==> src/rtl/vliw_pipe_pkg.sv <==
// Shared types and defaults for the VLIW front-end pipeline control blocks.
package vliw_pipe_pkg;

  localparam int REG_W_DEFAULT = 3;

  typedef enum logic [1:0] {
    RUN        = 2'd0,
    LOAD_STALL = 2'd1,
    BR_FLUSH   = 2'd2,
    MC_BUSY    = 2'd3
  } seq_state_t;

endpackage

==> src/rtl/pipe_stall_sequencer_if.sv <==
// Hazard inputs and pipeline-register controls exchanged between the
// front end (master) and the stall sequencer (slave).
interface pipe_stall_sequencer_if #(
  parameter int REG_W    = vliw_pipe_pkg::REG_W_DEFAULT,
  parameter int MC_CNT_W = 4,
  parameter int PERF_W   = 16
);
  logic                id_ex_mem_read;
  logic [REG_W-1:0]    id_ex_sd;
  logic [REG_W-1:0]    if_id_rm;
  logic [REG_W-1:0]    if_id_rd;
  logic [REG_W-1:0]    if_id_sm;
  logic [REG_W-1:0]    if_id_sn;
  logic                branch_taken;
  logic                mc_start;
  logic [MC_CNT_W-1:0] mc_cycles;
  logic                pc_write;
  logic                if_id_write;
  logic                id_ex_write;
  logic                id_ex_bubble;
  logic                if_id_flush;
  logic [PERF_W-1:0]   stall_cycles;

  modport master (
    output id_ex_mem_read, id_ex_sd, if_id_rm, if_id_rd, if_id_sm, if_id_sn,
           branch_taken, mc_start, mc_cycles,
    input  pc_write, if_id_write, id_ex_write, id_ex_bubble, if_id_flush,
           stall_cycles
  );

  modport slave (
    input  id_ex_mem_read, id_ex_sd, if_id_rm, if_id_rd, if_id_sm, if_id_sn,
           branch_taken, mc_start, mc_cycles,
    output pc_write, if_id_write, id_ex_write, id_ex_bubble, if_id_flush,
           stall_cycles
  );
endinterface

==> src/rtl/load_use_detect.sv <==
// Flags a load in ID/EX whose destination feeds any source of the IF/ID instruction.
module load_use_detect #(
  parameter int REG_W = vliw_pipe_pkg::REG_W_DEFAULT
) (
  input  logic             mem_read,
  input  logic [REG_W-1:0] sd,
  input  logic [REG_W-1:0] rm,
  input  logic [REG_W-1:0] rd,
  input  logic [REG_W-1:0] sm,
  input  logic [REG_W-1:0] sn,
  output logic             load_use
);
  logic [REG_W-1:0] srcs [4];
  logic [3:0]       hit;

  assign srcs[0] = rm;
  assign srcs[1] = rd;
  assign srcs[2] = sm;
  assign srcs[3] = sn;

  for (genvar gi = 0; gi < 4; gi++) begin : g_cmp
    assign hit[gi] = (srcs[gi] == sd);
  end

  assign load_use = mem_read & (|hit);
endmodule

==> src/rtl/pipe_stall_sequencer.sv <==
// Stall/flush sequencer: merges load-use, taken-branch and multi-cycle EX
// hazards into PC / IF/ID / ID/EX enables, bubble and flush controls.
module pipe_stall_sequencer
  import vliw_pipe_pkg::*;
#(
  parameter int REG_W      = REG_W_DEFAULT,
  parameter int BR_PENALTY = 2,
  parameter int MC_CNT_W   = 4,
  parameter int PERF_W     = 16
) (
  input  logic                  clk,
  input  logic                  rst_n,
  pipe_stall_sequencer_if.slave sif
);
  // Counter must hold both the longest EX latency and the branch penalty.
  localparam int BR_W  = $clog2(BR_PENALTY + 1);
  localparam int CNT_W = (MC_CNT_W > BR_W) ? MC_CNT_W : BR_W;

  seq_state_t        state_reg, state_next;
  logic [CNT_W-1:0]  count_reg, count_next;
  logic [PERF_W-1:0] stall_cycles_reg;
  logic              load_use;
  logic              pc_write, if_id_write, id_ex_write, id_ex_bubble, if_id_flush;

  load_use_detect #(.REG_W(REG_W)) u_load_use_detect (
    .mem_read (sif.id_ex_mem_read),
    .sd       (sif.id_ex_sd),
    .rm       (sif.if_id_rm),
    .rd       (sif.if_id_rd),
    .sm       (sif.if_id_sm),
    .sn       (sif.if_id_sn),
    .load_use (load_use)
  );

  always_comb begin
    state_next   = state_reg;
    count_next   = count_reg;
    pc_write     = 1'b1;
    if_id_write  = 1'b1;
    id_ex_write  = 1'b1;
    id_ex_bubble = 1'b0;
    if_id_flush  = 1'b0;
    case (state_reg)
      RUN, LOAD_STALL: begin
        state_next = RUN;
        if (sif.branch_taken) begin
          if_id_flush  = 1'b1;
          id_ex_bubble = 1'b1;
          if (BR_PENALTY > 1) begin
            state_next = BR_FLUSH;
            count_next = CNT_W'(BR_PENALTY - 1);
          end
        end else if (sif.mc_start && (sif.mc_cycles >= MC_CNT_W'(2))) begin
          state_next = MC_BUSY;
          count_next = CNT_W'(sif.mc_cycles - MC_CNT_W'(1));
        end else if (load_use && (state_reg == RUN)) begin
          // ID/EX already holds a bubble in LOAD_STALL, so the hazard is resolved.
          pc_write     = 1'b0;
          if_id_write  = 1'b0;
          id_ex_bubble = 1'b1;
          state_next   = LOAD_STALL;
        end
      end
      BR_FLUSH: begin
        if_id_flush  = 1'b1;
        id_ex_bubble = 1'b1;
        count_next   = count_reg - CNT_W'(1);
        if (count_reg == CNT_W'(1)) state_next = RUN;
      end
      MC_BUSY: begin
        pc_write    = 1'b0;
        if_id_write = 1'b0;
        id_ex_write = 1'b0;
        count_next  = count_reg - CNT_W'(1);
        if (count_reg == CNT_W'(1)) state_next = RUN;
      end
      default: state_next = RUN;
    endcase
  end

  always_ff @(posedge clk or negedge rst_n) begin
    if (!rst_n) begin
      state_reg        <= RUN;
      count_reg        <= '0;
      stall_cycles_reg <= '0;
    end else begin
      state_reg <= state_next;
      count_reg <= count_next;
      if (!pc_write && (stall_cycles_reg != {PERF_W{1'b1}}))
        stall_cycles_reg <= stall_cycles_reg + PERF_W'(1);
    end
  end

  assign sif.pc_write     = pc_write;
  assign sif.if_id_write  = if_id_write;
  assign sif.id_ex_write  = id_ex_write;
  assign sif.id_ex_bubble = id_ex_bubble;
  assign sif.if_id_flush  = if_id_flush;
  assign sif.stall_cycles = stall_cycles_reg;
endmodule

==> src/flat_wrapper.sv <==
// flat-port wrapper written by rule: the top's interface ports become plain ports
module pipe_stall_sequencer_flat import vliw_pipe_pkg::*;
#(
  parameter int REG_W      = REG_W_DEFAULT,
  parameter int BR_PENALTY = 2,
  parameter int MC_CNT_W   = 4,
  parameter int PERF_W     = 16
)
  (clk, rst_n, sif_id_ex_mem_read, sif_id_ex_sd, sif_if_id_rm, sif_if_id_rd, sif_if_id_sm, sif_if_id_sn, sif_branch_taken, sif_mc_start, sif_mc_cycles, sif_pc_write, sif_if_id_write, sif_id_ex_write, sif_id_ex_bubble, sif_if_id_flush, sif_stall_cycles);
  pipe_stall_sequencer_if #(.REG_W(REG_W), .MC_CNT_W(MC_CNT_W), .PERF_W(PERF_W)) sif_i ();
  input  logic clk;
  input  logic rst_n;
  input wire logic [$bits(sif_i.id_ex_mem_read)-1:0] sif_id_ex_mem_read;
  input wire logic [$bits(sif_i.id_ex_sd)-1:0] sif_id_ex_sd;
  input wire logic [$bits(sif_i.if_id_rm)-1:0] sif_if_id_rm;
  input wire logic [$bits(sif_i.if_id_rd)-1:0] sif_if_id_rd;
  input wire logic [$bits(sif_i.if_id_sm)-1:0] sif_if_id_sm;
  input wire logic [$bits(sif_i.if_id_sn)-1:0] sif_if_id_sn;
  input wire logic [$bits(sif_i.branch_taken)-1:0] sif_branch_taken;
  input wire logic [$bits(sif_i.mc_start)-1:0] sif_mc_start;
  input wire logic [$bits(sif_i.mc_cycles)-1:0] sif_mc_cycles;
  output wire logic [$bits(sif_i.pc_write)-1:0] sif_pc_write;
  output wire logic [$bits(sif_i.if_id_write)-1:0] sif_if_id_write;
  output wire logic [$bits(sif_i.id_ex_write)-1:0] sif_id_ex_write;
  output wire logic [$bits(sif_i.id_ex_bubble)-1:0] sif_id_ex_bubble;
  output wire logic [$bits(sif_i.if_id_flush)-1:0] sif_if_id_flush;
  output wire logic [$bits(sif_i.stall_cycles)-1:0] sif_stall_cycles;
  assign sif_i.id_ex_mem_read = sif_id_ex_mem_read;
  assign sif_i.id_ex_sd = sif_id_ex_sd;
  assign sif_i.if_id_rm = sif_if_id_rm;
  assign sif_i.if_id_rd = sif_if_id_rd;
  assign sif_i.if_id_sm = sif_if_id_sm;
  assign sif_i.if_id_sn = sif_if_id_sn;
  assign sif_i.branch_taken = sif_branch_taken;
  assign sif_i.mc_start = sif_mc_start;
  assign sif_i.mc_cycles = sif_mc_cycles;
  assign sif_pc_write = sif_i.pc_write;
  assign sif_if_id_write = sif_i.if_id_write;
  assign sif_id_ex_write = sif_i.id_ex_write;
  assign sif_id_ex_bubble = sif_i.id_ex_bubble;
  assign sif_if_id_flush = sif_i.if_id_flush;
  assign sif_stall_cycles = sif_i.stall_cycles;
  pipe_stall_sequencer #(.REG_W(REG_W), .BR_PENALTY(BR_PENALTY), .MC_CNT_W(MC_CNT_W), .PERF_W(PERF_W)) u_core (.clk(clk), .rst_n(rst_n), .sif(sif_i));
endmodule
==> config.mk <==
export PLATFORM = sky130hd
export DESIGN_NAME = pipe_stall_sequencer_flat
export DESIGN_NICKNAME = d
export VERILOG_FILES = /design/src/rtl/vliw_pipe_pkg.sv /design/src/rtl/pipe_stall_sequencer_if.sv /design/src/rtl/load_use_detect.sv /design/src/rtl/pipe_stall_sequencer.sv /design/src/flat_wrapper.sv
export SDC_FILE = /design/constraint.sdc
export NUM_CORES = 1
export LEC_CHECK = 0
export ABC_AREA = 1
export BUFFER_PORTS_ARGS = -buffer_cell sky130_fd_sc_hd__buf_2
export CAP_MARGIN = 20
export CORE_MARGIN = 2
export CORE_UTILIZATION = 40
export DETAILED_ROUTE_END_ITERATION = 7
export PLACE_DENSITY = 0.63
export SLEW_MARGIN = 20
export SYNTH_ARGS = -nofsm -noshare
export SYNTH_HDL_FRONTEND = slang
export SYNTH_SLANG_ARGS = --single-unit
==> constraint.sdc <==
create_clock -name clk -period 3.7 [get_ports clk]
set_clock_uncertainty 0.2 [all_clocks]
set_input_delay 0.555 -clock clk [delete_from_list [all_inputs] [get_ports clk]]
set_output_delay 0.555 -clock clk [all_outputs]
set_load 0.005 [all_outputs]
==> flow_results.xml <==
<?xml version="1.0" encoding="UTF-8"?>
<metrics>
  <group name="yosys">
    <metric name="synth_top_area_frac" unit="">0.332</metric>
    <metric name="synth_area_leader_cell" unit="">dfrtp_1</metric>
    <metric name="ys_ff_latch" unit="">22</metric>
    <metric name="synth_enable_flop_cells" unit="">0</metric>
    <metric name="syn-cell-area" unit="µm²">1660</metric>
    <metric name="synthXorXnorAreaFrac" unit="">0.0951</metric>
    <metric name="synth_compound_gate_area_share" unit="">0.0558</metric>
    <metric name="combinational_family_with_the_most_area_after_synthesis" unit="">simple AND/OR/NAND/NOR gates</metric>
    <metric name="async_reset_ff_frac" unit="">1.00</metric>
    <metric name="synthTopCellsByArea" unit="">dfrtp_1, nand2_1, nand3_1, inv_1, xnor2_1</metric>
    <metric name="ys_top_cells_by_count" unit="">nand2_1, inv_1, nand3_1, dfrtp_1, nor2_1</metric>
    <metric name="synth_fp_nets" unit="">269</metric>
    <metric name="synth_sequential_area_ratio" unit="">0.332</metric>
    <metric name="postSynthAreaPerCell" unit="µm²">6.91</metric>
    <metric name="synth_fa_ha_area_frac" unit="">0.0377</metric>
    <metric name="most_used_dff_post_synth" unit="">dfrtp_1</metric>
    <metric name="synth_simple_gate_area_share" unit="">0.376</metric>
    <metric name="ys_warn_count" unit="">0</metric>
    <metric name="yosys.cell_count.top_type" unit="">nand2_1</metric>
    <metric name="syn-instance-count" unit="">240</metric>
    <metric name="ys_types" unit="">28</metric>
    <metric name="post_synth_mux_area_share" unit="">0</metric>
  </group>
  <group name="hold_path">
    <metric name="min_path_type" unit="">input port to asynchronous set/reset pin</metric>
  </group>
  <group name="timing">
    <metric name="setup-tns-final" unit="ns">0</metric>
    <metric name="finalWorstSetupSlack" unit="ns">0.992</metric>
    <metric name="finalSetupViolations" unit="">0</metric>
    <metric name="layout_min_cycle_time" unit="ns">2.71</metric>
    <metric name="rsz0062_at_grt" unit="">no</metric>
    <metric name="timing.slew.headroom" unit="">0.668</metric>
    <metric name="max_slew.worst_pin.slew" unit="ns">0.498</metric>
    <metric name="finalHoldWorstSlack" unit="ns">0.0451</metric>
    <metric name="timing.final.crit_share" unit="">0.732</metric>
    <metric name="fmax" unit="MHz">369</metric>
    <metric name="slew_violations" unit="">0</metric>
    <metric name="hold_viol" unit="">0</metric>
  </group>
  <group name="flow_run">
    <metric name="timing.max_cap.violations" unit="">0</metric>
  </group>
  <group name="worst_setup_path">
    <metric name="cpMaxStageDelayCell" unit="">a21boi_1</metric>
    <metric name="timing.critical_path.cells" unit="">buf_2 -&gt; inv_1 -&gt; ha_1 -&gt; nor2_1 -&gt; a21boi_1 -&gt; nor2_4 -&gt; nand3_1 -&gt; nand2_2 -&gt; inv_1 -&gt; buf_2</metric>
    <metric name="critical_path_class" unit="">input port to output pin</metric>
    <metric name="arrival" unit="ns">1.95</metric>
    <metric name="max_stage_delay" unit="ns">0.30</metric>
    <metric name="path_max_fanout" unit="">18</metric>
    <metric name="crit_path_start_kind" unit="">input port</metric>
    <metric name="setup.worst_path.start" unit="">sif_mc_cycles[0]</metric>
    <metric name="cp.buffers_inverters" unit="">4</metric>
    <metric name="reg2reg_from" unit="">u_core.sif.stall_cycles[0]$_DFFE_PN0P_</metric>
    <metric name="timing.critical_path.max_delay_family" unit="">buffers and inverters</metric>
    <metric name="crit_path_end_kind" unit="">output pin</metric>
    <metric name="data_required_critical_path" unit="ns">2.94</metric>
  </group>
  <group name="floorplanning">
    <metric name="start_util" unit="">0.414</metric>
    <metric name="die_y" unit="µm">68.4</metric>
    <metric name="pin_count" unit="">45</metric>
    <metric name="placeableCoreArea" unit="µm²">4000</metric>
    <metric name="row_count" unit="">23</metric>
    <metric name="chipWidth" unit="µm">68.4</metric>
    <metric name="floorplan.die_area" unit="µm²">4680</metric>
  </group>
  <group name="drt">
    <metric name="route.vias.total" unit="">1559</metric>
    <metric name="finalWirelength" unit="mm">3.39</metric>
    <metric name="first_iter_violations" unit="">84</metric>
    <metric name="dr.pass1.iters" unit="">4</metric>
    <metric name="wl_per_cell" unit="µm">10.1</metric>
    <metric name="antenna_violating_nets_post_route" unit="">0</metric>
    <metric name="vias_per_cell" unit="">4.67</metric>
    <metric name="drc" unit="">0</metric>
  </group>
  <group name="run_status">
    <metric name="run_status" unit="">finished, final reports clean</metric>
  </group>
  <group name="pwr">
    <metric name="power.density_cell_area" unit="nW/µm²">440</metric>
    <metric name="vdd_drop_max" unit="V">0.000270</metric>
    <metric name="power.static_leakage" unit="nW">1.12</metric>
    <metric name="totalPowerFinal" unit="µW">865</metric>
  </group>
  <group name="layout">
    <metric name="largest_register_ff_count" unit="">16</metric>
    <metric name="area.sequential" unit="µm²">551</metric>
    <metric name="multiInputGateArea" unit="µm²">936</metric>
    <metric name="antenna_cells" unit="">0</metric>
    <metric name="net_count_final" unit="">314</metric>
    <metric name="area_growth" unit="%">18.6</metric>
    <metric name="post_route_cells_drive_above_1_share" unit="">0.218</metric>
    <metric name="n_fill_cell" unit="">404</metric>
  </group>
  <group name="place">
    <metric name="dpl.hpwl" unit="mm">2.66</metric>
    <metric name="portBuffers" unit="">44</metric>
    <metric name="gp_congestion" unit="">0.781</metric>
    <metric name="preCtsSetupSlack" unit="ns">0.986</metric>
  </group>
  <group name="clocking">
    <metric name="holdBufCountCts" unit="">0</metric>
    <metric name="clock_pin_transition_on_the_worst_setup_and_hold_timing_paths" unit="ns">0.08</metric>
    <metric name="clock_latency_at_the_later_pin_of_the_worst_skew_pair" unit="ns">0.26</metric>
    <metric name="postCtsResizedCells" unit="">0</metric>
    <metric name="cts.sinks" unit="">22</metric>
    <metric name="clock_tree.htree_level_count" unit="">1</metric>
    <metric name="cts_buffer_depth" unit="">2</metric>
    <metric name="tritoncts.num_buffers" unit="">3</metric>
    <metric name="clock_tree.root_cell" unit="">clkbuf_8</metric>
    <metric name="post_cts.repair.setup_buffers" unit="">0</metric>
    <metric name="clock_tree_from_tritoncts" unit="">done</metric>
  </group>
  <group name="grt">
    <metric name="grt_start_max_net_pins" unit="">23</metric>
    <metric name="first_global_vias" unit="">1416</metric>
    <metric name="grt.overflow.total" unit="">0</metric>
    <metric name="antenna_found_initial" unit="">0</metric>
    <metric name="grt_use_total" unit="">0.164</metric>
    <metric name="first_pass_grt_wire_length" unit="mm">5.96</metric>
  </group>
</metrics>
-- power breakdown --
group / total, mW / internal, mW / switching, mW
clock network: 0.171 / 0.0949 / 0.0761
registers: 0.342 / 0.295 / 0.0468
logic: 0.352 / 0.148 / 0.204
total: 0.865 / 0.538 / 0.327
-- metrics by stage --
step	std cells	area [µm²]	utilization
after floorplan	240	1660	-
after global placement	330	1910	0.478
after detailed placement	330	1910	0.478
after CTS	334	1970	0.492
after global routing	334	1970	0.492
final	334	1970	0.492
-- cells in the final DEF, fill, tap and decap left out --
master	n
o221ai_1	1
buf_2	44
xnor2_1	9
o21ai_0	7
nor2_2	1
dfrtp_1	22
nor3_1	3
nor2_4	3
nand2_4	1
nand3_1	28
nand4_1	1
nor3_2	1
nor2_1	13
nand4_4	1
a31oi_1	1
nand2_2	2
inv_1	34
a21boi_1	1
o22ai_1	2
a21oi_1	3
nand2_1	82
clkbuf_8	4
ha_1	5
nand3_2	1
a22oi_1	1
inv_2	4
xor2_1	9
-- routing by layer --
metal | vias up | GRT usage | part of all wire
li1 | 837 | - | -
met1 | 693 | 0.228 | 0.50
met2 | 24 | 0.268 | 0.45
met3 | 5 | 0.0296 | 0.043
met4 | 0 | 0.0300 | 0.0077
met5 | - | 0 | 0
-- worst register-to-register path, cell delays in order, from the launching register on --
cell and delay, ns:
dfrtp_1 0.41, ha_1 0.22, nand3_2 0.15, nor2_4 0.15
nand2_2 0.10, nor2_4 0.11, nand4_4 0.25, nand2_4 0.28
nand2_1 0.08, nand2_1 0.07
-- layout make-up --
cell class | count | share of cell area
inverter | 38 | 0.0725
timing repair buffer | 44 | 0.112
tap | 50 | 0.0318
multi-input combinational | 176 | 0.476
sequential | 22 | 0.280
clock buffer | 4 | 0.0280
-- logic make-up (layout without fill, tap and decap cells) --
kind of cell	count (synthesis)	after routing
and+or+nand+nor	137	137
buffers and inverters	42	86
DFF	22	22
xor gates and xnor gates	18	18
AOI/OAI and AO/OA	16	16
adders and majority gates	5	5
-- worst paths after layout --
| kind | slack (ns) | endpoint | cells after the start |
|---|---|---|---|
| max | 0.99 | sif_if_id_write | 10 |
| min | 0.05 | u_core.sif.stall_cycles[13]$_DFFE_PN0P_ | 1 |
| max reg2reg | 1.62 | u_core.sif.stall_cycles[14]$_DFFE_PN0P_ | 9 |
| min reg2reg | 0.34 | u_core.sif.stall_cycles[13]$_DFFE_PN0P_ | 2 |
| max in group asynchronous | 2.91 | u_core.sif.stall_cycles[11]$_DFFE_PN0P_ | 1 |
| min in group clk | 0.34 | u_core.sif.stall_cycles[13]$_DFFE_PN0P_ | 2 |
(Power assumes the default switching activity.)
